File: src/rtl/kanade32_mmio_pkg.sv
// Shared definitions for the kanade32 MMIO peripherals: UART register offsets,
// STATUS bit positions and the transmitter state encoding.
package kanade32_mmio_pkg;

  localparam logic [31:0] UART_BASE = 32'hFFFF_0000;

  localparam logic [1:0] UART_OFS_TXDATA = 2'd0;
  localparam logic [1:0] UART_OFS_STATUS = 2'd1;
  localparam logic [1:0] UART_OFS_DIV    = 2'd2;

  localparam int ST_FULL  = 0;
  localparam int ST_EMPTY = 1;
  localparam int ST_BUSY  = 2;
  localparam int ST_OVF   = 3;
  localparam int ST_IE    = 4;
  localparam int ST_CNT   = 8;

  typedef enum logic [1:0] {
    UART_IDLE  = 2'd0,
    UART_START = 2'd1,
    UART_DATA  = 2'd2,
    UART_STOP  = 2'd3
  } uart_state_e;

  // Divider values below 2 still give one clock per bit.
  function automatic logic [15:0] eff_div(input logic [15:0] d);
    return (d < 16'd2) ? 16'd1 : d;
  endfunction

endpackage

File: src/rtl/sync_fifo.sv
// Single-clock first-word-fall-through FIFO with extra-MSB pointers.
// A push into a full FIFO is accepted only when a pop happens in the same cycle.
module sync_fifo #(
  parameter int W  = 8,
  parameter int AW = 4
) (
  input  logic          clk_i,
  input  logic          reset_i,
  input  logic          push_i,
  input  logic [W-1:0]  din_i,
  input  logic          pop_i,
  output logic [W-1:0]  dout_o,
  output logic          full_o,
  output logic          empty_o,
  output logic [AW:0]   count_o
);

  logic [AW:0]  wptr_q, rptr_q;
  logic [W-1:0] mem_q [0:(1<<AW)-1];
  logic         do_push, do_pop;

  assign empty_o = (wptr_q == rptr_q);
  assign full_o  = (wptr_q[AW] != rptr_q[AW]) && (wptr_q[AW-1:0] == rptr_q[AW-1:0]);
  assign count_o = wptr_q - rptr_q;
  assign dout_o  = mem_q[rptr_q[AW-1:0]];

  assign do_pop  = pop_i & ~empty_o;
  assign do_push = push_i & (~full_o | do_pop);

  always_ff @(posedge clk_i) begin
    if (reset_i) begin
      wptr_q <= '0;
      rptr_q <= '0;
    end else begin
      if (do_push) wptr_q <= wptr_q + 1'b1;
      if (do_pop)  rptr_q <= rptr_q + 1'b1;
    end
  end

  always_ff @(posedge clk_i) begin
    if (do_push) mem_q[wptr_q[AW-1:0]] <= din_i;
  end

endmodule

File: src/rtl/mmio_uart_tx.sv
// Memory-mapped 8N1 UART transmitter on the data bus, one-cycle read latency.
// Define KANADE32_UART_IRQ_EN to build the IE bit and the irq output.
module mmio_uart_tx
  import kanade32_mmio_pkg::*;
#(
  parameter logic [31:0] BASE_ADDR   = UART_BASE,
  parameter int          FIFO_AW     = 4,
  parameter logic [15:0] DEFAULT_DIV = 16'd434
) (
  input  logic        clk_i,
  input  logic        reset_i,
  input  logic [31:0] addr_i,
  input  logic [31:0] wdata_i,
  input  logic [3:0]  byteen_i,
  input  logic        wren_i,
  input  logic        rden_i,
  output logic        sel_o,
  output logic [31:0] rdata_o,
  output logic        txd_o,
  output logic        irq_o
);

  logic [1:0]       ofs;
  logic             wr_hit, rd_hit, wr_tx, wr_st, wr_div;
  logic             fifo_pop, fifo_full, fifo_empty;
  logic [7:0]       fifo_dout;
  logic [FIFO_AW:0] fifo_cnt;

  uart_state_e state_q, state_d;
  logic [7:0]  shift_q, shift_d;
  logic [2:0]  bit_q, bit_d;
  logic [15:0] tmr_q, tmr_d, cur_div_q, cur_div_d, div_q;
  logic        txd_q, txd_d, ovf_q, busy, bit_end, load, ie;
  logic [31:0] status_w, rdata_d, rdata_q;
  logic        unused_bits;

  assign sel_o  = (addr_i[31:4] == BASE_ADDR[31:4]);
  assign ofs    = addr_i[3:2];
  assign wr_hit = wren_i & sel_o;
  assign rd_hit = rden_i & sel_o;
  assign wr_tx  = wr_hit && (ofs == UART_OFS_TXDATA) && byteen_i[0];
  assign wr_st  = wr_hit && (ofs == UART_OFS_STATUS) && byteen_i[0];
  assign wr_div = wr_hit && (ofs == UART_OFS_DIV) && (byteen_i[1:0] == 2'b11);

  assign unused_bits = ^{addr_i[1:0], wdata_i[31:16], byteen_i[3:2]};

  sync_fifo #(.W(8), .AW(FIFO_AW)) u_fifo (
    .clk_i   (clk_i),
    .reset_i (reset_i),
    .push_i  (wr_tx),
    .din_i   (wdata_i[7:0]),
    .pop_i   (fifo_pop),
    .dout_o  (fifo_dout),
    .full_o  (fifo_full),
    .empty_o (fifo_empty),
    .count_o (fifo_cnt)
  );

  assign busy    = (state_q != UART_IDLE);
  assign bit_end = (tmr_q == 16'd0);

  always_comb begin
    state_d   = state_q;
    shift_d   = shift_q;
    bit_d     = bit_q;
    tmr_d     = tmr_q;
    cur_div_d = cur_div_q;
    fifo_pop  = 1'b0;
    load      = 1'b0;
    if (state_q != UART_IDLE) tmr_d = bit_end ? cur_div_q - 16'd1 : tmr_q - 16'd1;
    case (state_q)
      UART_IDLE:  if (!fifo_empty) load = 1'b1;
      UART_START: if (bit_end) begin
        state_d = UART_DATA;
        bit_d   = 3'd0;
      end
      UART_DATA:  if (bit_end) begin
        shift_d = shift_q >> 1;
        bit_d   = bit_q + 3'd1;
        if (bit_q == 3'd7) state_d = UART_STOP;
      end
      UART_STOP:  if (bit_end) begin
        if (!fifo_empty) load = 1'b1;
        else state_d = UART_IDLE;
      end
      default:    state_d = UART_IDLE;
    endcase
    // Stop-to-start reload keeps back-to-back frames gapless.
    if (load) begin
      fifo_pop  = 1'b1;
      shift_d   = fifo_dout;
      cur_div_d = eff_div(div_q);
      tmr_d     = eff_div(div_q) - 16'd1;
      state_d   = UART_START;
    end
    txd_d = (state_d == UART_START) ? 1'b0 :
            (state_d == UART_DATA)  ? shift_d[0] : 1'b1;
  end

  always_ff @(posedge clk_i) begin
    if (reset_i) begin
      state_q   <= UART_IDLE;
      shift_q   <= '0;
      bit_q     <= '0;
      tmr_q     <= '0;
      cur_div_q <= 16'd1;
      txd_q     <= 1'b1;
    end else begin
      state_q   <= state_d;
      shift_q   <= shift_d;
      bit_q     <= bit_d;
      tmr_q     <= tmr_d;
      cur_div_q <= cur_div_d;
      txd_q     <= txd_d;
    end
  end

  always_ff @(posedge clk_i) begin
    if (reset_i) begin
      ovf_q <= 1'b0;
      div_q <= DEFAULT_DIV;
    end else begin
      if (wr_tx && fifo_full && !fifo_pop) ovf_q <= 1'b1;
      else if (wr_st && wdata_i[ST_OVF])   ovf_q <= 1'b0;
      if (wr_div) div_q <= wdata_i[15:0];
    end
  end

`ifdef KANADE32_UART_IRQ_EN
  logic ie_q, irq_q;
  always_ff @(posedge clk_i) begin
    if (reset_i) begin
      ie_q  <= 1'b0;
      irq_q <= 1'b0;
    end else begin
      if (wr_st) ie_q <= wdata_i[ST_IE];
      irq_q <= ie_q & ((fifo_empty & ~busy) | ovf_q);
    end
  end
  assign ie    = ie_q;
  assign irq_o = irq_q;
`else
  assign ie    = 1'b0;
  assign irq_o = 1'b0;
`endif

  always_comb begin
    status_w                        = '0;
    status_w[ST_FULL]               = fifo_full;
    status_w[ST_EMPTY]              = fifo_empty;
    status_w[ST_BUSY]               = busy;
    status_w[ST_OVF]                = ovf_q;
    status_w[ST_IE]                 = ie;
    status_w[ST_CNT +: FIFO_AW + 1] = fifo_cnt;
    rdata_d = '0;
    if (rd_hit) begin
      case (ofs)
        UART_OFS_STATUS: rdata_d = status_w;
        UART_OFS_DIV:    rdata_d = {16'd0, div_q};
        default:         rdata_d = '0;
      endcase
    end
  end

  always_ff @(posedge clk_i) begin
    if (reset_i) rdata_q <= '0;
    else         rdata_q <= rdata_d;
  end

  assign rdata_o = rdata_q;
  assign txd_o   = txd_q;

endmodule

File: config.mk
export PLATFORM = sky130hd
export DESIGN_NAME = mmio_uart_tx
export DESIGN_NICKNAME = d
export VERILOG_FILES = /design/src/rtl/kanade32_mmio_pkg.sv /design/src/rtl/sync_fifo.sv /design/src/rtl/mmio_uart_tx.sv
export SDC_FILE = /design/constraint.sdc
export NUM_CORES = 1
export LEC_CHECK = 0
export ABC_AREA = 1
export CORE_MARGIN = 10
export CORE_UTILIZATION = 45
export CTS_CLUSTER_DIAMETER = 200
export DETAILED_ROUTE_END_ITERATION = 6
export PLACE_DENSITY = 0.7
export SLEW_MARGIN = 30
export SYNTH_ARGS = -nofsm -noshare
export SYNTH_HDL_FRONTEND = slang
export SYNTH_SLANG_ARGS = --single-unit
File: constraint.sdc
create_clock -name clk_i -period 4.75 [get_ports clk_i]
set_input_delay 0.95 -clock clk_i [delete_from_list [all_inputs] [get_ports clk_i]]
set_output_delay 0.95 -clock clk_i [all_outputs]
set_load 0.05 [all_outputs]
Yosys cells after proc, flatten, opt, wreduce, memory -nomap -nowiden. Memory sizes are Yosys's and may differ from the RTL's. A register that Yosys moved wholly into a read port is not among the register bits. Index checks and enable logic that the tools add are counted.

Memories: 1. Register bits: 105. Logic and storage cells: 97. Bits in writable memories: 128. ROM bits: 0. Input port bits: 72. Latch bits: 0.

Memory list: u_fifo.mem_q (depth 16, bits a word 8, rd ports 1, clocked after memory_dff 1, write ports 1, RTL line sync_fifo.sv:19) `logic [W-1:0] mem_q [0:(1<<AW)-1];`.

Divide/modulo/power cells: 0. Reduce and logical (&&, ||, !) cells: 23. Equality and inequality tests: 15. Magnitude comparators: 1. Muxes and demuxes: 30. $add $sub $neg: 7. Bitwise logic cells: 8. Shift operators: 0. Multipliers: 0.

Operator list (count): 16-bit 2-to-1 mux (4); 16-bit by 1-bit subtractor with 16-bit output, second input constant (3); 16-bit case mux with 2 select lines (1); 28-bit == test, second input constant (1); 8-bit 2-to-1 mux (3); 16-bit zero test (1); 16-bit by 2-bit < comparator with 1-bit output, second input constant (1); 2-bit 2-to-1 mux (6); 2-bit nonzero test (6); 5-bit by 1-bit adder with 5-bit output, second input constant (2); 2-bit == test, second input constant (5); 1-bit logical AND (10); 1-bit 2-to-1 mux (9); 4-bit 2-to-1 mux (2); 2-bit by 1-bit == test with 1-bit output, second input constant (3); 3-bit 2-to-1 mux (2); 2-bit case mux with 3 select lines (1); 3-bit case mux with 2 select lines (1); 5-bit == test (1); 5-bit subtractor (1); 1-bit AND (4); 4-bit == test (1); 2-bit zero test (2); 2-bit != test, second input constant (2); 10 further kinds (12).

Depth between registers and ports, before layout. Gate-level depths: netlist of the first run.

Word-level depth: 10. Mapped depth: 18. Depth with buffers taken out: 18.

Hierarchy. A second synthesis of the first run with hierarchy kept.

Cell total of the unflattened synthesis: 1198. Area total of the unflattened synthesis: 10381.2 sq um.

Modules (own cells, without submodules): sync_fifo (cells each 584, instances 1, area each 6177.2 sq um); mmio_uart_tx (cells each 614, instances 1, area each 4204.0 sq um).

Least setup slack after synthesis of the first run. OpenSTA, ideal clock, no wires.

Kind: input-to-reg. Start point: input port addr_i[30]. End point: memory u_fifo.mem_q[11][0] (enable). Arrival time: 3.420 ns. Buffers on the path: 0. Cell stages on the path: 7. Path slack: 0.960 ns. Data required time: 4.380 ns. Cell sequence: nand4_1 -> nor3_1 -> nor4b_2 -> nand3_1 -> nor3_2 -> nand3_1 -> nor2_1.

Longest elaborated chain between the ends: 7.

Ends and longest elaborated chain: from (decl) (RTL line mmio_uart_tx.sv:12) `input logic [31:0] addr_i,`; 28-bit == test (RTL line mmio_uart_tx.sv:37) `assign sel_o = (addr_i[31:4] == BASE_ADDR[31:4]);`; via sel_o (RTL line mmio_uart_tx.sv:17) `output logic sel_o,`; 1-bit AND (RTL line mmio_uart_tx.sv:39) `assign wr_hit = wren_i & sel_o;`; 1-bit logical AND (2 in a row) (RTL line mmio_uart_tx.sv:41) `assign wr_tx = wr_hit && (ofs == UART_OFS_TXDATA) && byteen_i[0];`; 1-bit AND (RTL line sync_fifo.sv:28) `assign do_push = push_i & (~full_o | do_pop);`; 1-bit 2-to-1 mux (RTL line sync_fifo.sv:41) `if (do_push) mem_q[wptr_q[AW-1:0]] <= din_i;`; 1-bit 2-to-1 mux (implied by the code) (RTL line sync_fifo.sv:41); to (decl) (RTL line sync_fifo.sv:19).

The timed path passes the listed nets, and every way through them passes these cells.

Worst setup path after layout of the first run.
Start point: input port addr_i[30]. End point: output port sel_o.

Longest elaborated chain between the ends: 1.

Ends and longest elaborated chain (RTL line): 28-bit == test (mmio_uart_tx.sv:37); to (decl) (mmio_uart_tx.sv:17).

Every way passes these cells.

==> Implementation_results.wiki, run 1 <==
{| class="wikitable"
! Metric !! Value
|-
| Filler Cells Inserted || 1923
|-
| Boundary Pins || 107
|-
| Standard cell core area || 21800 µm²
|-
| Transition at the pin with the smallest max-transition slack || 0.847 ns
|-
| Startpoint of the worst register-to-register path || u_fifo.wptr_q[0]
|-
| Max frequency || 0.244 GHz
|-
| Hold buffers post-CTS || 0
|-
| Row count || 54
|-
| Main synth FF type || edfxtp_1
|-
| Critical setup path kind || in2out
|-
| Arr. time, crit path || 3.14 ns
|-
| Post-synthesis cell type count || 47
|-
| Cell area after synthesis || 9910 µm²
|-
| Post-cts gate resize count || 0
|-
| CP max stage cell || clkdlybuf4s50_1
|-
| Combined buffer and inverter count along the critical path || 2
|-
| Post-synth EDFFs || 128
|-
| Via density per instance || 5.46
|-
| Hold endpoint || cur_div_q[5]
|-
| Share of cells above drive strength 1 || 0.0619
|-
| Max stage delay on crit path || 0.92 ns
|-
| GRT Util Overall || 0.171
|-
| Worst min-delay path startpoint || cur_div_q[5]
|-
| Clock skew after layout || 0.0159 ns
|-
| Number of cell instances on the worst register-to-register path || 11
|-
| Total CTS buffers || 23
|-
| Share of Yosys cell area claimed by the top area cell type || 0.388
|-
| Finished Cell Area || 11500 µm²
|-
| Sum Neg Setup Slack || 0 ns
|-
| Wire per inst || 17.2 µm
|-
| Classification of the worst-slack hold path || reg2reg
|-
| Share of flip-flops with an asynchronous set or reset after synthesis || 0
|-
| Data required time of the worst path || 3.80 ns
|-
| Synth top area cells || edfxtp_1, dfxtp_1, nand2_1
|-
| GRT Residual Overflow || 0
|-
| Critical-path maximum fanout || 5
|-
| Reg-to-reg critical path endpoint || u_fifo.mem_q[8][0]
|-
| Crit path time final || 4.09 ns
|-
| Total die area || 28400 µm²
|-
| Setup repair after global routing missed its margin || no
|-
| Length of the first detailed-routing pass in iterations || 5
|-
| Number of setup buffers added after CTS || 0
|-
| CTS tree || yes
|-
| Area Growth Syn to Fin || 15.9%
|-
| Reg-to-reg setup timing slack || 1.04 ns
|-
| Maximum number of pins on one net before global-route repair || 65
|-
| Final weighted congestion in routability-driven placement || 0.878
|-
| Endpoint type of the worst setup path || primary output
|-
| Drt first-iter violations || 746
|-
| Num Clock Sinks || 221
|-
| Clock transition at the registers of the reported paths || 0.06 ns
|-
| Max_slew headroom || 0.434
|-
| Area taken by multi-input logic gates || 3580 µm²
|-
| Input/output buffers || 69
|-
| Peak VDD IR || 342 µV
|-
| Bufs on Longest Clock Path || 3
|-
| Vias in the first global route || 7872
|-
| Maximum level of the CTS H-tree || 1
|-
| Ordered cell list for the critical path || clkdlybuf4s50_1, nand4_1, nor3_1, nor4b_2, clkdlybuf4s50_1
|-
| Outcome || finished, final reports clean
|-
| Top cell type by total area after synthesis || edfxtp_1
|-
| Yosys warns || 0
|-
| Vias post-DR || 7872
|-
| Crit share post-route || 0.862
|-
| Area used by sequential logic in the layout || 5710 µm²
|-
| Areal power density over the cells || 532 nW/µm²
|-
| # DRC || 0
|-
| Leakage || 0.00430 µW
|-
| Buffer type at the clock tree root || clkbuf_16
|-
| Hold depth || 2
|-
| Maxcap violations || 0
|-
| Routed wire length || 24800 µm
|-
| Worst path most repeated cell || clkdlybuf4s50_1
|-
| Kind of cell with the highest combined delay on the critical path || buffers and inverters
|-
| Cell area reported after detailed placement || 10800 µm²
|-
| Latest clock arrival within the worst-skew pair || 0.51 ns
|-
| Antenna cells || 0
|-
| Die Span Y || 168 µm
|-
| Number of antenna violations at the first check in global routing || 0
|-
| Most frequently used cell type in the post-synthesis netlist || nand2_1
|-
| Detailed-placement wirelength estimate || 16600 µm
|-
| Initial Utilization || 0.456
|-
| First-pass GRT wire length || 40200 µm
|-
| Register bit total from synthesis || 221
|-
| Proportion of synthesized chip area in sequential cells || 0.576
|-
| Horizontal die dimension || 168 µm
|-
| Number of cells produced by synthesis || 1092
|-
| Nature of the critical path startpoint || input port
|-
| Setup violation total in the final timing report || 0
|-
| Leading post-synthesis cells by instance count || nand2_1, nor2_1, edfxtp_1
|-
| Number of hold-slack violations in the final timing report || 0
|-
| Remaining antenna violation count after routing || 0
|-
| Mean Syn Cell Area || 9.08 µm²
|-
| Final max-slew violation count || 0
|-
| Final net count || 1240
|}
[cell usage in the layout, fill, tap and decap left out, types with 2 or more instances in the layout]
cell,instances
clkbuf_1,5
clkdlybuf4s50_1,69
o221ai_1,3
o22ai_1,25
nor2_1,152
nand2_2,11
inv_1,93
conb_1,17
nor2_4,2
o211ai_1,11
o32ai_1,2
clkinv_2,3
clkbuf_8,2
nand2_1,193
xor2_1,4
o21ai_0,103
nor2_2,11
nor3_1,17
edfxtp_1,128
nand3_1,56
a32o_1,2
bufinv_16,2
nand4_1,12
a311oi_1,4
ha_1,19
a21oi_1,59
a22oi_1,2
clkbuf_16,23
dfxtp_1,92
buf_4,10
a31oi_1,5
nor4_1,2
clkinv_1,4
[worst min-delay path, stage by stage, from the launching register on]
cell and delay [ns]:
dfxtp_1 0.31, nand2_1 0.06, a21oi_1 0.05
[worst max-delay path by stage]
stage | cells past startpoint | end | from | slack [ns]
floorplan | 7 | u_fifo.mem_q[11][0] | addr_i[30] | 0.96
global placement | 5 | sel_o | addr_i[31] | 0.69
detailed placement | 5 | sel_o | addr_i[31] | 0.65
CTS | 5 | sel_o | addr_i[31] | 0.63
global route | 5 | sel_o | addr_i[30] | 0.44
finish | 5 | sel_o | addr_i[30] | 0.66
[stage by stage]
stage	hold WS [ns]	setup slack, ns	util	instances	power (µW)
floorplan	0.429	0.960	-	1108	3830
global placement	0.449	0.690	0.495	1403	4330
detailed placement	0.452	0.650	0.495	1403	4360
CTS	0.462	0.634	0.528	1443	6100
global route	0.489	0.441	0.528	1443	6490
finish	0.462	0.657	0.528	1443	6110
[flip-flops by register name (all words and copies together), names as in the netlist, named ones only]
name           flops
bit_q              3
txd_o              1
tmr_q             16
shift_q            8
u_fifo.wptr_q      5
div_q             16
u_fifo.mem_q     128
rdata_o           16
state_q            2
u_fifo.rptr_q      5
cur_div_q         16
ovf_q              1
[metal layers]
metal / track usage / routed length, µm
met5: 0 / 0
met2: 0.267 / 11200
met4: 0.0473 / 369
met1: 0.230 / 11100
met3: 0.0417 / 2250
[report_power, final]
group / internal (µW) / switching, µW / leakage (µW)
combinational: 638 / 1520 / 0.00204
clock: 1030 / 713 / 0.000354
sequential: 2140 / 71.4 / 0.00191
[cell type report]
cell class                      count  share of cell area
Tap cell                          280              0.0305
Multi-Input combinational cell    727               0.311
Timing Repair Buffer               79              0.0667
Sequential cell                   221               0.497
Clock inverter                     10             0.00904
Inverter                           96              0.0315
Clock buffer                       30              0.0541
[cells by family (layout without fill, tap and decap cells)]
logic type | after synthesis | after routing | share of synthesized area
compound gates | 223 | 223 | 0.126
xor+xnor | 5 | 5 | 0.00442
fa+ha+maj | 20 | 20 | 0.0260
buf+inv | 160 | 215 | 0.0694
flops | 221 | 221 | 0.576
other cells | 1 | 17 | 0.000378
simple gates | 462 | 462 | 0.198
Power figures use the tool's default switching activity.
==> run 2: changes to the inputs <==
--- a/config.mk
+++ b/config.mk
@@ -11,7 +11,6 @@
 export CTS_CLUSTER_DIAMETER = 200
 export DETAILED_ROUTE_END_ITERATION = 6
 export PLACE_DENSITY = 0.7
-export SLEW_MARGIN = 30
 export SYNTH_ARGS = -nofsm -noshare
 export SYNTH_HDL_FRONTEND = slang
 export SYNTH_SLANG_ARGS = --single-unit
==> Implementation_results.wiki, run 2 (same netlist as run 1, synthesis figures left out) <==
{| class="wikitable"
! Metric !! Value
|-
| Arr. time, crit path || 3.14 ns (about the same)
|-
| Final net count || 1240 (unchanged)
|-
| First-pass GRT wire length || 40200 µm (unchanged)
|-
| Max_slew headroom || 0.300 (-0.135)
|-
| Number of setup buffers added after CTS || 0 (unchanged)
|-
| Clock skew after layout || 0.0170 ns (+0.00115 ns)
|-
| Max stage delay on crit path || 0.92 ns (about the same)
|-
| Sequential cell fraction of total power || 0.363 (about the same)
|-
| Crit path time final || 4.09 ns (-0.000557 ns)
|-
| Number of antenna violations at the first check in global routing || 0 (unchanged)
|-
| Horizontal die dimension || 168 µm (unchanged)
|-
| Wire per inst || 17.2 µm (-0.38%)
|-
| CTS tree || yes
|-
| Num Clock Sinks || 221 (unchanged)
|-
| Vias post-DR || 7844 (-0.36%)
|-
| Global Route met1 Usage || 0.230 (unchanged)
|-
| Endpoint type of the worst setup path || primary output
|-
| Classification of the worst-slack hold path || reg2reg
|-
| Post-cts gate resize count || 0 (unchanged)
|-
| Routed wire length || 24800 µm (-0.38%)
|-
| Hold buffers post-CTS || 0 (unchanged)
|-
| Vias in the first global route || 7872 (unchanged)
|-
| GRT Residual Overflow || 0 (unchanged)
|-
| Outcome || finished, final reports clean
|-
| Startpoint of the worst register-to-register path || u_fifo.wptr_q[0]
|-
| Areal power density over the cells || 532 nW/µm² (about the same)
|-
| Total die area || 28400 µm² (unchanged)
|-
| Transition at the pin with the smallest max-transition slack || 1.05 ns (+0.203 ns)
|-
| Bufs on Longest Clock Path || 3 (unchanged)
|-
| Worst path most repeated cell || clkdlybuf4s50_1
|-
| Maxcap violations || 0 (unchanged)
|-
| Max frequency || 0.244 GHz (about the same)
|-
| Final weighted congestion in routability-driven placement || 0.878 (unchanged)
|-
| # DRC || 0 (unchanged)
|-
| Number of hold-slack violations in the final timing report || 0 (unchanged)
|-
| Share of cells above drive strength 1 || 0.0619 (unchanged)
|-
| Max FFs per register || 128 (unchanged)
|-
| Routing layer with the top usage in global route || met2
|-
| Data required time of the worst path || 3.80 ns (about the same)
|-
| Remaining antenna violation count after routing || 0 (unchanged)
|-
| Initial Utilization || 0.456 (unchanged)
|-
| GRT Util Overall || 0.171 (unchanged)
|-
| Setup violation total in the final timing report || 0 (unchanged)
|-
| Area Growth Syn to Fin || 15.9% (about the same)
|-
| Kind of cell with the highest combined delay on the critical path || buffers and inverters
|-
| Buffer type at the clock tree root || clkbuf_16
|-
| Peak VDD IR || 342 µV (about the same)
|-
| Maximum level of the CTS H-tree || 1 (unchanged)
|-
| Length of the first detailed-routing pass in iterations || 5 (unchanged)
|-
| Detailed-placement wirelength estimate || 16600 µm (unchanged)
|-
| Standard cell core area || 21800 µm² (unchanged)
|-
| Boundary Pins || 107 (unchanged)
|-
| Drt first-iter violations || 807 (+8.2%)
|-
| Latest clock arrival within the worst-skew pair || 0.51 ns (about the same)
|-
| Nature of the critical path startpoint || input port
|-
| Row count || 54 (unchanged)
|-
| Die Span Y || 168 µm (unchanged)
|-
| Input/output buffers || 69 (unchanged)
|-
| Setup repair after global routing missed its margin || no
|-
| Worst min-delay path startpoint || cur_div_q[5]
|-
| Crit share post-route || 0.862 (about the same)
|-
| Switching part of the total power || 0.376 (-0.000529)
|-
| Met2 routing resource usage after global routing || 0.267 (unchanged)
|-
| CP max stage cell || clkdlybuf4s50_1
|-
| Power spent charging and discharging nets || 2300 µW (-0.24%)
|-
| Sum Neg Setup Slack || 0 ns (unchanged)
|-
| First element of the critical path || addr_i[30]
|-
| Total CTS buffers || 23 (unchanged)
|-
| Share of total power in combinational logic || 0.352 (about the same)
|-
| Leakage || 0.00430 µW (about the same)
|-
| Most frequent cells in the layout || nand2_1, nor2_1, edfxtp_1, o21ai_0, inv_1
|-
| Via density per instance || 5.44 (-0.36%)
|-
| Met3 demand-to-capacity share in global routing || 0.0417 (unchanged)
|-
| Filler Cells Inserted || 1921 (-0.10%)
|-
| Critical-path maximum fanout || 5 (unchanged)
|-
| Clock share of power || 0.285 (about the same)
|-
| Antenna cells || 0 (unchanged)
|-
| Clock transition at the registers of the reported paths || 0.06 ns (about the same)
|-
| Ordered cell list for the critical path || clkdlybuf4s50_1, nand4_1, nor3_1, nor4b_2, clkdlybuf4s50_1
|-
| Internal power of the cells || 3810 µW (about the same)
|-
| Most frequent standard cell in the layout excluding fill and tap cells || nand2_1
|-
| Post-route worst hold slack || 0.462 ns (+0.000443 ns)
|-
| Maximum number of pins on one net before global-route repair || 65 (unchanged)
|-
| Critical setup path kind || in2out
|-
| Final max-slew violation count || 0 (unchanged)
|-
| Combined buffer and inverter count along the critical path || 2 (unchanged)
|}
## run 2: cell type report
class                   count  area, µm²  share of cell area
inverters                  96        360              0.0314
well taps                 280        350              0.0305
clock buffers              30        622              0.0541
multi-input cells         727       3580               0.312
repair buffers             79        766              0.0667
clock inverters            10        104             0.00904
flip-flops and latches    221       5710               0.497
## run 2: worst paths after layout
path                        end  slack (ns)  cells after the start
max reg2reg  u_fifo.mem_q[8][0]        1.03                     11
min                cur_div_q[5]        0.46                      2
max                       sel_o        0.66                      5
min reg2reg        cur_div_q[5]        0.46                      2
## run 2: worst min-delay path: stages (launching register included)
cell and delay [ns]:
dfxtp_1 0.31, nand2_1 0.06, a21oi_1 0.05
## run 2: metal layers
| layer | vias up | part of all wire | wire length (µm) |
|---|---|---|---|
| met3 | 33 | 0.087 | 2160 |
| met5 | - | 0 | 0 |
| met2 | 305 | 0.45 | 11000 |
| li1 | 3791 | - | - |
| met1 | 3715 | 0.45 | 11100 |
| met4 | 0 | 0.017 | 422 |
## run 2: power by group through the flow
| stage | clock, µW | sequential (µW) | combinational [µW] |
|---|---|---|---|
| 2_1_floorplan | 0 | 2250 | 1580 |
| 3_3_place_gp | 0 | 2250 | 2080 |
| 3_5_place_dp | 0 | 2250 | 2110 |
| 4_1_cts | 1760 | 2210 | 2130 |
| 5_1_grt | 1840 | 2230 | 2410 |
| 6_report | 1740 | 2210 | 2150 |
## run 2: metrics by stage
| stage | power, µW | instance area [µm²] | setup WS [ns] | utilization | std cells |
|---|---|---|---|---|---|
| after floorplan | 3830 | 9970 | 0.960 | - | 1108 |
| after global placement | 4330 | 10800 | 0.690 | 0.495 | 1403 |
| after detailed placement | 4360 | 10800 | 0.650 | 0.495 | 1403 |
| after CTS | 6100 | 11500 | 0.634 | 0.528 | 1443 |
| after global routing | 6490 | 11500 | 0.441 | 0.528 | 1443 |
| final | 6110 | 11500 | 0.657 | 0.528 | 1443 |
